[src/rtl/router_pkt_tx.sv]
// Router input-port packet transmitter: buffers one request's payload, then sends
// header, payload and parity to the router, holding each byte while busy is high.
module router_pkt_tx #(
    parameter int MAX_LEN = 63
) (
    input  logic                               clock_i,
    input  logic                               resetn_i,
    input  logic                               start_i,
    input  logic [1:0]                         dest_addr_i,
    input  logic [$clog2(MAX_LEN+1)-1:0]       pay_len_i,
    output logic                               req_ready_o,
    output logic                               req_err_o,
    input  logic [7:0]                         pl_data_i,
    input  logic                               pl_valid_i,
    output logic                               pl_ready_o,
    input  logic                               busy_i,
    output logic [7:0]                         tx_data_o,
    output logic                               pkt_valid_o,
    output logic                               done_o
);

    localparam int LW    = $clog2(MAX_LEN + 1);
    // One spare entry so every LW-bit index addresses real storage.
    localparam int DEPTH = 1 << LW;

    // IDLE: wait request | LOAD: fill buffer | HEADER/PAYLOAD/PARITY: drive router
    typedef enum logic [2:0] {
        S_IDLE,
        S_LOAD,
        S_HEADER,
        S_PAYLOAD,
        S_PARITY
    } state_e;

    state_e          state_q, state_d;
    logic [LW-1:0]   len_q, len_d;
    logic [1:0]      addr_q, addr_d;
    logic [7:0]      parity_q, parity_d;
    logic [LW-1:0]   wr_q, wr_d;
    logic [LW-1:0]   rd_q, rd_d;
    logic [7:0]      tx_data_q, tx_data_d;
    logic            pkt_valid_q, pkt_valid_d;
    logic            req_ready_q, req_ready_d;
    logic            pl_ready_q, pl_ready_d;
    logic            req_err_q, req_err_d;
    logic            done_q, done_d;
    logic            buf_we;
    logic [7:0]      buf_q [DEPTH];

    always_comb begin
        state_d     = state_q;
        len_d       = len_q;
        addr_d      = addr_q;
        parity_d    = parity_q;
        wr_d        = wr_q;
        rd_d        = rd_q;
        tx_data_d   = tx_data_q;
        pkt_valid_d = pkt_valid_q;
        req_err_d   = 1'b0;
        done_d      = 1'b0;
        buf_we      = 1'b0;

        case (state_q)
            S_IDLE: begin
                if (start_i) begin
                    if (dest_addr_i != 2'd3 && pay_len_i != '0) begin
                        len_d    = pay_len_i;
                        addr_d   = dest_addr_i;
                        parity_d = {pay_len_i, dest_addr_i};
                        wr_d     = '0;
                        rd_d     = '0;
                        state_d  = S_LOAD;
                    end else begin
                        req_err_d = 1'b1;
                    end
                end
            end

            S_LOAD: begin
                if (pl_valid_i && pl_ready_q) begin
                    buf_we   = 1'b1;
                    wr_d     = wr_q + LW'(1);
                    parity_d = parity_q ^ pl_data_i;
                    if (wr_q == len_q - LW'(1)) begin
                        tx_data_d   = {len_q, addr_q};
                        pkt_valid_d = 1'b1;
                        state_d     = S_HEADER;
                    end
                end
            end

            S_HEADER: begin
                if (!busy_i) begin
                    tx_data_d = buf_q[0];
                    rd_d      = LW'(1);
                    state_d   = S_PAYLOAD;
                end
            end

            S_PAYLOAD: begin
                if (!busy_i) begin
                    if (rd_q < len_q) begin
                        tx_data_d = buf_q[rd_q];
                        rd_d      = rd_q + LW'(1);
                    end else begin
                        tx_data_d   = parity_q;
                        pkt_valid_d = 1'b0;
                        state_d     = S_PARITY;
                    end
                end
            end

            S_PARITY: begin
                if (!busy_i) begin
                    tx_data_d = 8'h00;
                    done_d    = 1'b1;
                    state_d   = S_IDLE;
                end
            end

            default: state_d = S_IDLE;
        endcase

        req_ready_d = (state_d == S_IDLE);
        pl_ready_d  = (state_d == S_LOAD);
    end

    always_ff @(posedge clock_i) begin
        if (!resetn_i) begin
            state_q     <= S_IDLE;
            len_q       <= '0;
            addr_q      <= 2'd0;
            parity_q    <= 8'h00;
            wr_q        <= '0;
            rd_q        <= '0;
            tx_data_q   <= 8'h00;
            pkt_valid_q <= 1'b0;
            req_ready_q <= 1'b0;
            pl_ready_q  <= 1'b0;
            req_err_q   <= 1'b0;
            done_q      <= 1'b0;
        end else begin
            state_q     <= state_d;
            len_q       <= len_d;
            addr_q      <= addr_d;
            parity_q    <= parity_d;
            wr_q        <= wr_d;
            rd_q        <= rd_d;
            tx_data_q   <= tx_data_d;
            pkt_valid_q <= pkt_valid_d;
            req_ready_q <= req_ready_d;
            pl_ready_q  <= pl_ready_d;
            req_err_q   <= req_err_d;
            done_q      <= done_d;
        end
    end

    // Payload storage needs no reset; contents are rewritten before every read.
    always_ff @(posedge clock_i) begin
        if (resetn_i && buf_we) begin
            buf_q[wr_q] <= pl_data_i;
        end
    end

    assign req_ready_o = req_ready_q;
    assign req_err_o   = req_err_q;
    assign pl_ready_o  = pl_ready_q;
    assign tx_data_o   = tx_data_q;
    assign pkt_valid_o = pkt_valid_q;
    assign done_o      = done_q;

endmodule

[config.mk]
export PLATFORM = sky130hd
export DESIGN_NAME = router_pkt_tx
export DESIGN_NICKNAME = d
export VERILOG_FILES = /design/src/rtl/router_pkt_tx.sv
export SDC_FILE = /design/constraint.sdc
export NUM_CORES = 1
export LEC_CHECK = 0
export ABC_AREA = 0
export CAP_MARGIN = 20
export CORE_ASPECT_RATIO = 0.6
export CORE_MARGIN = 4
export CORE_UTILIZATION = 43
export DETAILED_ROUTE_END_ITERATION = 8
export DONT_BUFFER_PORTS = 1
export HOLD_SLACK_MARGIN = 0.15
export PLACE_DENSITY = 0.69
export SYNTH_ARGS = -nofsm -noshare
export SYNTH_HDL_FRONTEND = slang
export SYNTH_SLANG_ARGS = --single-unit
[constraint.sdc]
create_clock -name clock_i -period 2.87 [get_ports clock_i]
set_clock_uncertainty 0.1 [all_clocks]
set_input_delay 0.4305 -clock clock_i [delete_from_list [all_inputs] [get_ports clock_i]]
set_output_delay 0.4305 -clock clock_i [all_outputs]
set_load 0.01 [all_outputs]
# ---- Word-level counts from Yosys, hierarchy flattened
# Memory sizes are Yosys's and may differ from the RTL's. A register that Yosys moved wholly into a read port is not among the register bits.
# Index checks and enable logic that the tools add are counted.
dict set report word_totals {
  ram_bits 512
  romBits 0
  n_memories 1
  word_cells 92
  out_inout_bits 13
  register_bits 44
  latchBits 0
}
# name words word_bits read_ports rd_ports_with_merged_regs wr line_no
set mem_list {}
lappend mem_list {buf_q 64 8 2 1 1 48} ;# logic [7:0] buf_q [DEPTH];
dict set report classes {
  n_bitwise 1
  n_mul 0
  n_reduce_logical 17
  eq_ne 16
  div 0
  n_lt_le_gt_ge 1
  n_mux 41
  n_shift 0
  add_sub_neg 3
}
# cell n
set op_table {}
lappend op_table {{8-bit 2-to-1 mux} 9}
lappend op_table {{6-bit 2-to-1 mux} 8}
lappend op_table {{8-bit case mux with 4 select lines} 1}
lappend op_table {{3-bit 2-to-1 mux} 8}
lappend op_table {{2-bit inequality test, second input constant} 10}
lappend op_table {{6-bit case mux with 3 select lines} 1}
lappend op_table {{8-bit case mux with 2 select lines} 1}
lappend op_table {{3-bit case mux with 5 select lines} 1}
lappend op_table {{6-bit by 1-bit adder with 6-bit output, second input constant} 2}
lappend op_table {{6-bit case mux with 2 select lines} 1}
lappend op_table {{6-bit AND reduction} 2}
lappend op_table {{1-bit 2-to-1 mux} 10}
lappend op_table {{8-bit XOR} 1}
lappend op_table {{3-bit by 1-bit equality test with 1-bit output, second input constant} 2}
lappend op_table {{3-bit by 2-bit equality test with 1-bit output, second input constant} 2}
lappend op_table {{6-bit equality test} 1}
lappend op_table {{3-bit logical NOT} 2}
lappend op_table {{6-bit less-than comparator} 1}
lappend op_table {{3-bit AND reduction} 2}
lappend op_table {{6-bit nonzero test} 1}
lappend op_table {{6-bit by 1-bit subtractor with 6-bit output, second input constant} 1}
lappend op_table {{5-bit AND reduction} 1}
lappend op_table {{4-bit AND reduction} 1}
lappend op_table {{2-bit nonzero test} 2}
lappend op_table {{6 further kinds} 8}

# ---- Longest topological paths before layout
# Gate-level depths: netlist of run 1.
dict set report depth {
  ltp_word 7
  ltp_mapped 11
  depth_no_buf 9
}

# ---- Worst setup path after synthesis of run 1
# OpenSTA, ideal clock, no wires.
dict set report synth_path {
  path_type {register to register}
  from {register len_q[3]}
  to {register tx_data_q[4], in the netlist tx_data_o[4]}
  setup_ns 0.087
  t_arrival_ns 2.284
  period_less_slack_ns 2.471
  path_stages_with_launch 12
  path_buffers 2
  slack_ns 0.399
  path_cell_list {dfxtp_1 > clkbuf_1 > inv_1 > ha_1 > o21a_1 > nor2_1 > o31ai_2 > and2_1 > clkbuf_1 > a32o_1 > a31oi_1 > o31ai_1}
}
dict set report synth_via {
  elab_chain_cells 4
}
# item line_no
set synth_rtl {}
lappend synth_rtl {{start, declared} 36} ;# logic [LW-1:0] len_q, len_d;
lappend synth_rtl {{start signal, assigned} 144} ;# len_q <= len_d;
lappend synth_rtl {{6-bit by 1-bit subtractor with 6-bit output / 6-bit less-than comparator (equally long branches)} {84, 102}}
lappend synth_rtl {{6-bit equality test / 8-bit 2-to-1 mux (equally long branches)} {84, 102}}
lappend synth_rtl {{2-bit inequality test (no source line) / 8-bit 2-to-1 mux (equally long branches)} -}
lappend synth_rtl {{6-bit AND reduction (no source line) / 8-bit case mux with 4 select lines (equally long branches)} -}
lappend synth_rtl {{end signal, assigned} 149} ;# tx_data_q <= tx_data_d;
lappend synth_rtl {{end, declared} 41} ;# logic [7:0] tx_data_q, tx_data_d;
# Several ways; a longest one is shown, not always the timed one. The select of a mux whose other input is x is not followed.
# A chain may end at the register's enable or synchronous reset.

==> results of run 1 <==
[layout make-up]
class | instances | area [um^2]
clock buffers | 59 | 1220
multi-input cells | 663 | 5830
well taps | 693 | 867
clock inverters | 21 | 178
flip-flops and latches | 562 | 16400
inverters | 9 | 33.8
repair buffers | 173 | 1620
fillers | 4155 | 25300
[path summary, 6_finish.rpt]
path	from	to	slack, ps
max	flop	tx_data_o[1]	60
min	pl_data_i[5]	buf_q[33][5]	150
max reg2reg	flop	tx_data_o[1]	60
min reg2reg	addr_q[1]	addr_q[1]	410
[power by group through the flow]
| stage | combinational (W) | sequential, W | clock (W) |
|---|---|---|---|
| after detailed placement | 0.000172 | 0.00913 | 0 |
| after floorplan | 0.000133 | 0.00913 | 0 |
| after global routing | 0.000397 | 0.00895 | 0.00651 |
| after CTS | 0.000357 | 0.00895 | 0.00614 |
| final | 0.000370 | 0.00895 | 0.00609 |
| after global placement | 0.000169 | 0.00913 | 0 |
[routing by layer]
layer | up-vias | part of all wire (%) | global-route usage (%)
met4 | 2 | 1.3 | 2.99
met1 | 6609 | 43 | 31.1
met5 | - | 0.022 | 0
met2 | 763 | 42 | 28.5
li1 | 5527 | - | -
met3 | 71 | 14 | 7.20
[synthesized netlist by cell type, types with 6 or more instances]
master / n / share of area [%]
o211ai_1: 12 / 0.40
o31ai_1: 6 / 0.20
nor2b_1: 11 / 0.30
dfxtp_1: 50 / 4.4
buf_2: 28 / 0.62
a22o_1: 8 / 0.31
a22oi_1: 54 / 1.8
clkbuf_1: 33 / 0.55
nor3_1: 8 / 0.18
buf_4: 13 / 0.43
ha_1: 8 / 0.44
inv_1: 9 / 0.15
o22ai_1: 14 / 0.39
a31oi_1: 8 / 0.22
nand3_1: 21 / 0.47
nor2_1: 101 / 1.7
xor2_1: 14 / 0.54
a21oi_1: 50 / 1.1
mux2i_1: 112 / 5.0
mux4_2: 80 / 8.0
nand4_1: 8 / 0.22
edfxtp_1: 512 / 68
nand2_1: 62 / 1.0
a211oi_1: 7 / 0.23
o211a_1: 8 / 0.35
[critical path: stages, from the launching register on]
cell     delay (ps)
dfxtp_4         580
buf_12          210
mux4_2          560
mux2i_1         170
buf_4           140
nand2_1          50
a32oi_1         520
o41a_1          260
o31ai_2          60
[through the flow]
stage                     instance area [um^2]  power (W)  std cells
final                                    26100     0.0154       2180
after global placement                   24300    0.00930       2077
after global routing                     26100     0.0159       2180
after floorplan                          22600    0.00926       1312
after CTS                                26100     0.0154       2177
after detailed placement                 24300    0.00930       2077
[placed cells by master, fill, tap and decap left out, types with 14 or more instances in the layout]
cell / n
dlygate4sd3_1: 15
mux4_2: 80
nor2_1: 100
mux2i_1: 112
xor2_1: 14
edfxtp_1: 512
nand2_1: 62
a21oi_1: 50
o22ai_1: 14
nand3_1: 21
dfxtp_1: 47
buf_4: 140
a22oi_1: 54
clkbuf_16: 47
[flip-flops by register name, indices dropped and copies added, names as in the netlist, named ones only]
signal       count
addr_q           2
buf_q          512
state_q          3
wr_q             6
tx_data_o        8
parity_q         8
rd_q             6
len_q            6
done_o           1
req_err_o        1
req_ready_o      1
pkt_valid_o      1
pl_ready_o       1
[cells by family (layout without fill, tap and decap cells)]
group | Yosys count | count (layout) | share of synthesized area (%)
mux | 193 | 193 | 13.0
simple gates | 247 | 247 | 5.10
compound gates | 198 | 198 | 6.51
fa+ha+maj | 8 | 8 | 0.443
xor+xnor | 17 | 17 | 0.659
buf+inv | 87 | 262 | 1.82
flops | 562 | 562 | 72.5
[timing repair]
action	CTS	global route
setup buffers	0	0
setup endpoints to repair	0	5
hold endpoints to repair	558	5
gates resized for setup	0	3
hold buffers	20	3
==> summary.md, run 1 <==
| Metric | Value |
|---|---|
| Tmin final | `approximately 2800 ps` |
| Die Ht | `roughly 190 um` |
| Total GRT Usage | `approximately 20%` |
| Syn_nets | `approximately 1300` |
| Syn Area/Cell | `approximately 17 um^2` |
| Share of flip-flops with an asynchronous set or reset | `0%` |
| Starting Density | `a little over two fifths` |
| Final Hold Fails | `0` |
| Yosys warns | `0` |
| Vias in the first global route | `approximately 13000` |
| PD cells | `between 500 and 600 nW/um^2` |
| H-tree levels | `2` |
| Worst reg-to-reg path cell count | `8` |
| Ports | `34` |
| DRT iter0 DRCs | `around 1900` |
| Post-synth EDFFs | `512` |
| Clock Sinks | `562` |
| Max cap viols | `0` |
| RSZ-0062 raised after global routing | `false` |
| Crit-path max FO | `15` |
| Number of synthesized register bits | `562` |
| IO Port Bufs | `0` |
| Finish-stage setup viols | `0` |
| Core area | `51400 um^2` |
| Sw Ratio | `roughly 20%` |
| Max Root-Sink Buffers | `3` |
| Gpl congestion | `between 0.9 and 1` |
| Startpoint Class | `flop` |
| Area grow syn2layout | `15.7%` |
| Global route overflow | `0` |
| Pin count of the biggest net entering global routing | `67` |
| Status | `completed` |
| Layout Nets | `1485` |
| First-pass GRT wire length | `85200 um` |
| Worst slew pin tran | `between 800 and 900 ps` |
| Post-route ant nets | `0` |
| LEAKAGE | `~8.1 nW` |
| Sw Pwr | `0.00309 W` |
| Ys flop type | `edfxtp_1` |
| Tcrit/Tclk final | `a little over nine tenths` |
| Pre-CTS worst setup slack | `between 90 and 100 ps` |
| Ant diodes | `0` |
| Cell variety after synth | `59` |
| Slew margin rel. | `46.5%` |
| Die W | `304 um` |
| Via count | `13000` |
| Worst setup path class | `flop to flop` |
| Logic pwr share | `2.4%` |
| Register area share after synthesis | `between 70% and 80%` |
| Dpl hpwl | `38100 um` |
| CP Capture Type | `flop` |
| Layout cell share with drive strength beyond 1 | `a little over a fifth` |
| Clock Power Share | `about 40%` |
| Clock Latency Late Sink | `between 500 and 600 ps` |
| VDD IR max | `about 0.43 mV` |
| WHS Path Cells | `1` |
| Cell Area, Synth | `around 23000 um^2` |
| Root Driver | `clkbuf_16` |
| Initial antenna violation count | `1` |
| CP required | `between 3000 and 4000 ps` |
| Routed len/inst | `between 20 and 30 um` |
| Mapped Cells | `1312` |
| Final worst setup slack | `~64 ps` |
| Worst Hold Class | `primary input to flop` |
| Hold slack | `roughly 150 ps` |
| Vias per inst | `5.95` |
| Setup TNS | `0 ps` |
| CTS tree | `built` |
| Max Transition Viols Final | `0` |
| Final core utilization | `50.8%` |
| Arrival @ worst endpoint | `roughly 3200 ps` |
| Remaining DRCs | `0` |
| Total internal power | `~0.012 W` |
| Inserted Clock Buffers | `47` |
| Die area | `56400 um^2` |
| Fmax | `356 MHz` |
| # rows | `64` |
| Clk pin slew, worst setup/hold paths | `70 ps` |
| 1st-pass router iterations | `6` |
| Final WL | `approximately 58000 um` |
| Flop pwr share | `between 50% and 60%` |
Power figures use the tool's default switching activity.
==> inputs of run 2 (changes only) <==
--- a/config.mk
+++ b/config.mk
@@ -7,3 +7,2 @@
 export LEC_CHECK = 0
-export ABC_AREA = 0
 export CAP_MARGIN = 20
==> constraint.sdc (replaced) <==
create_clock -name clock_i -period 2.87 [get_ports clock_i]
set_clock_uncertainty 0.1 [all_clocks]
set_input_delay 0.574 -clock clock_i [delete_from_list [all_inputs] [get_ports clock_i]]
set_output_delay 0.574 -clock clock_i [all_outputs]
set_load 0.01 [all_outputs]
==> run 2 against run 1 <==
  * Combinational power shrank 1%
  * Clock power grew 5.6%
  * Sequential share of layout area shrank 0.26 points
  * Worst setup slack lost 11 ps
  * Critical endpoint is now tx_data_o[2]
==> summary.md, run 2 (synthesis gave the netlist of run 1 again) <==
| Metric | Value |
|---|---|
| Leading cell types in the layout, fill and taps excluded | `512 x edfxtp_1, 140 x buf_4, 112 x mux2i_1` |
| CP Capture Type | `flop` |
| Layout cell share with drive strength beyond 1 | `22.5%` |
| Routed len/inst | `approximately 27 um` |
| Starting Density | `a little over two fifths` |
| First-pass GRT wire length | `around 88000 um` |
| H-tree levels | `2` |
| Tcrit/Tclk final | `98.2%` |
| Slowest cell on crit path | `dfxtp_1` |
| Post-Place Cells | `about 2100` |
| CTS tree | `built` |
| HP Start | `dest_addr_i[1]` |
| Ports | `34` |
| Commonest non-fill, non-tap cell in the layout | `edfxtp_1` |
| Slew margin rel. | `39.3%` |
| Total GRT Usage | `around a fifth` |
| Worst reg-to-reg setup slack | `approximately 53 ps` |
| Max reg flops | `512` |
| Finish-stage setup viols | `0` |
| Clk pin slew, worst setup/hold paths | `about 70 ps` |
| Inserted Clock Buffers | `47` |
| Final Hold Fails | `0` |
| WHS Endpoint | `parity_q[1]` |
| Crit-path max FO | `13` |
| Vias in the first global route | `12500` |
| Finished Layout Cells | `roughly 2200` |
| Layout Nets | `roughly 1500` |
| Worst setup path class | `flop to flop` |
| Final WL | `59900 um` |
| Area grow syn2layout | `16.2%` |
| Remaining DRCs | `0` |
| Arrival @ worst endpoint | `between 3000 and 4000 ps` |
| CP required | `3210 ps` |
| FILL cells | `roughly 4100` |
| R2R Path End | `tx_data_o[2]` |
| CP Cell Sequence | `buf_4 -> or3b_2 -> o221ai_1 -> o41a_1 -> o31ai_1` |
| Worst Hold Class | `primary input to flop` |
| Max Root-Sink Buffers | `3` |
| Die Ht | `approximately 190 um` |
| Tmin final | `2820 ps` |
| PD cells | `~600 nW/um^2` |
| LEAKAGE | `8.20 nW` |
| WHS Path Cells | `2` |
| 1st-pass router iterations | `6` |
| Crit-path leading delay family | `flip-flops` |
| Crit-path max cell delay | `between 800 and 900 ps` |
| Global route overflow | `0` |
| Clock Latency Late Sink | `approximately 570 ps` |
| Root Driver | `clkbuf_16` |
| Initial antenna violation count | `1` |
| Gpl congestion | `roughly 0.95` |
| Pin count of the biggest net entering global routing | `66` |
| Die W | `approximately 300 um` |
| Clock Sinks | `around 560` |
| Worst reg-to-reg path cell count | `5` |
| Setup TNS | `0 ps` |
| Vias per inst | `between 6 and 7` |
| DRT iter0 DRCs | `about 1700` |
| Post-route ant nets | `0` |
| Via count | `between 10000 and 15000` |
| Largest register by flop count | `buf_q` |
| Startpoint Class | `flop` |
| Core area | `slightly above 50000 um^2` |
| CP Buf/Inv Count | `1` |
| Max cap viols | `0` |
| Fmax | `around 350 MHz` |
| VDD IR max | `approximately 0.6 mV` |
| Die area | `56400 um^2` |
| # rows | `64` |
| Status | `completed` |
| Dpl hpwl | `between 30000 and 40000 um` |
| Max Transition Viols Final | `0` |
| RSZ-0062 raised after global routing | `false` |
| IO Port Bufs | `0` |
| Worst slew pin tran | `~910 ps` |
## run 2: stage by stage
step	hold slack, ps	power (W)	setup slack (ps)	utilization, %	area, um^2
5_1_grt	163	0.0162	16.9	51.0	26200
6_report	176	0.0157	52.8	51.1	26200
2_1_floorplan	354	0.00926	399	-	22600
3_5_place_dp	390	0.00930	144	47.4	24300
3_3_place_gp	385	0.00930	103	47.4	24300
4_1_cts	155	0.0158	109	51.0	26200
## run 2: repair_timing
action | 4_1_cts | 5_1_grt
setup buffers | 0 | 0
setup endpoints to repair | 0 | 7
hold endpoints to repair | 536 | 0
gates resized for setup | 0 | 5
hold buffers | 20 | 0
## run 2: how the worst max path moves through the flow
| stage | from | to | slack [ps] | depth (start not counted) |
|---|---|---|---|---|
| 2_1_floorplan | len_q[3] | tx_data_o[4] | 400 | 11 |
| 3_3_place_gp | len_q[1] | tx_data_o[2] | 100 | 8 |
| 3_5_place_dp | flop | tx_data_o[7] | 140 | 8 |
| 4_1_cts | len_q[1] | tx_data_o[2] | 110 | 8 |
| 5_1_grt | state_q[1] | tx_data_o[2] | 20 | 8 |
| 6_report | flop | tx_data_o[2] | 50 | 5 |
## run 2: layout make-up
cell class / instances / area (um^2) / area share (%)
flip-flops and latches: 562 / 16400 / 62.4
repair buffers: 170 / 1590 / 6.06
inverters: 9 / 33.8 / 0.129
clock buffers: 69 / 1360 / 5.18
clock inverters: 17 / 161 / 0.615
well taps: 693 / 867 / 3.30
multi-input cells: 663 / 5840 / 22.3
diodes: 1 / 2.50 / 0.00953
## run 2: worst reg2reg max path, cell delays in order, from the launching register on
cell and delay [ps]:
dfxtp_1 810, buf_4 320, or3b_2 640, o221ai_1 530, o41a_1 220, o31ai_1 70
## run 2: power breakdown
group | switching [W] | internal [W] | total, W
Sequential | 0.0000222 | 0.00893 | 0.00895
Combinational | 0.000252 | 0.000114 | 0.000366
Clock | 0.00287 | 0.00356 | 0.00643
Total | 0.00314 | 0.0126 | 0.0157
## run 2: layer usage
metal / vias to the layer above / GRT usage [%] / routed length [um]
met5: - / 0 / 0
met4: 0 / 2.46 / 609
met3: 63 / 7.48 / 8150
met2: 734 / 28.7 / 24500
met1: 6801 / 33.2 / 26600
li1: 5546 / - / -
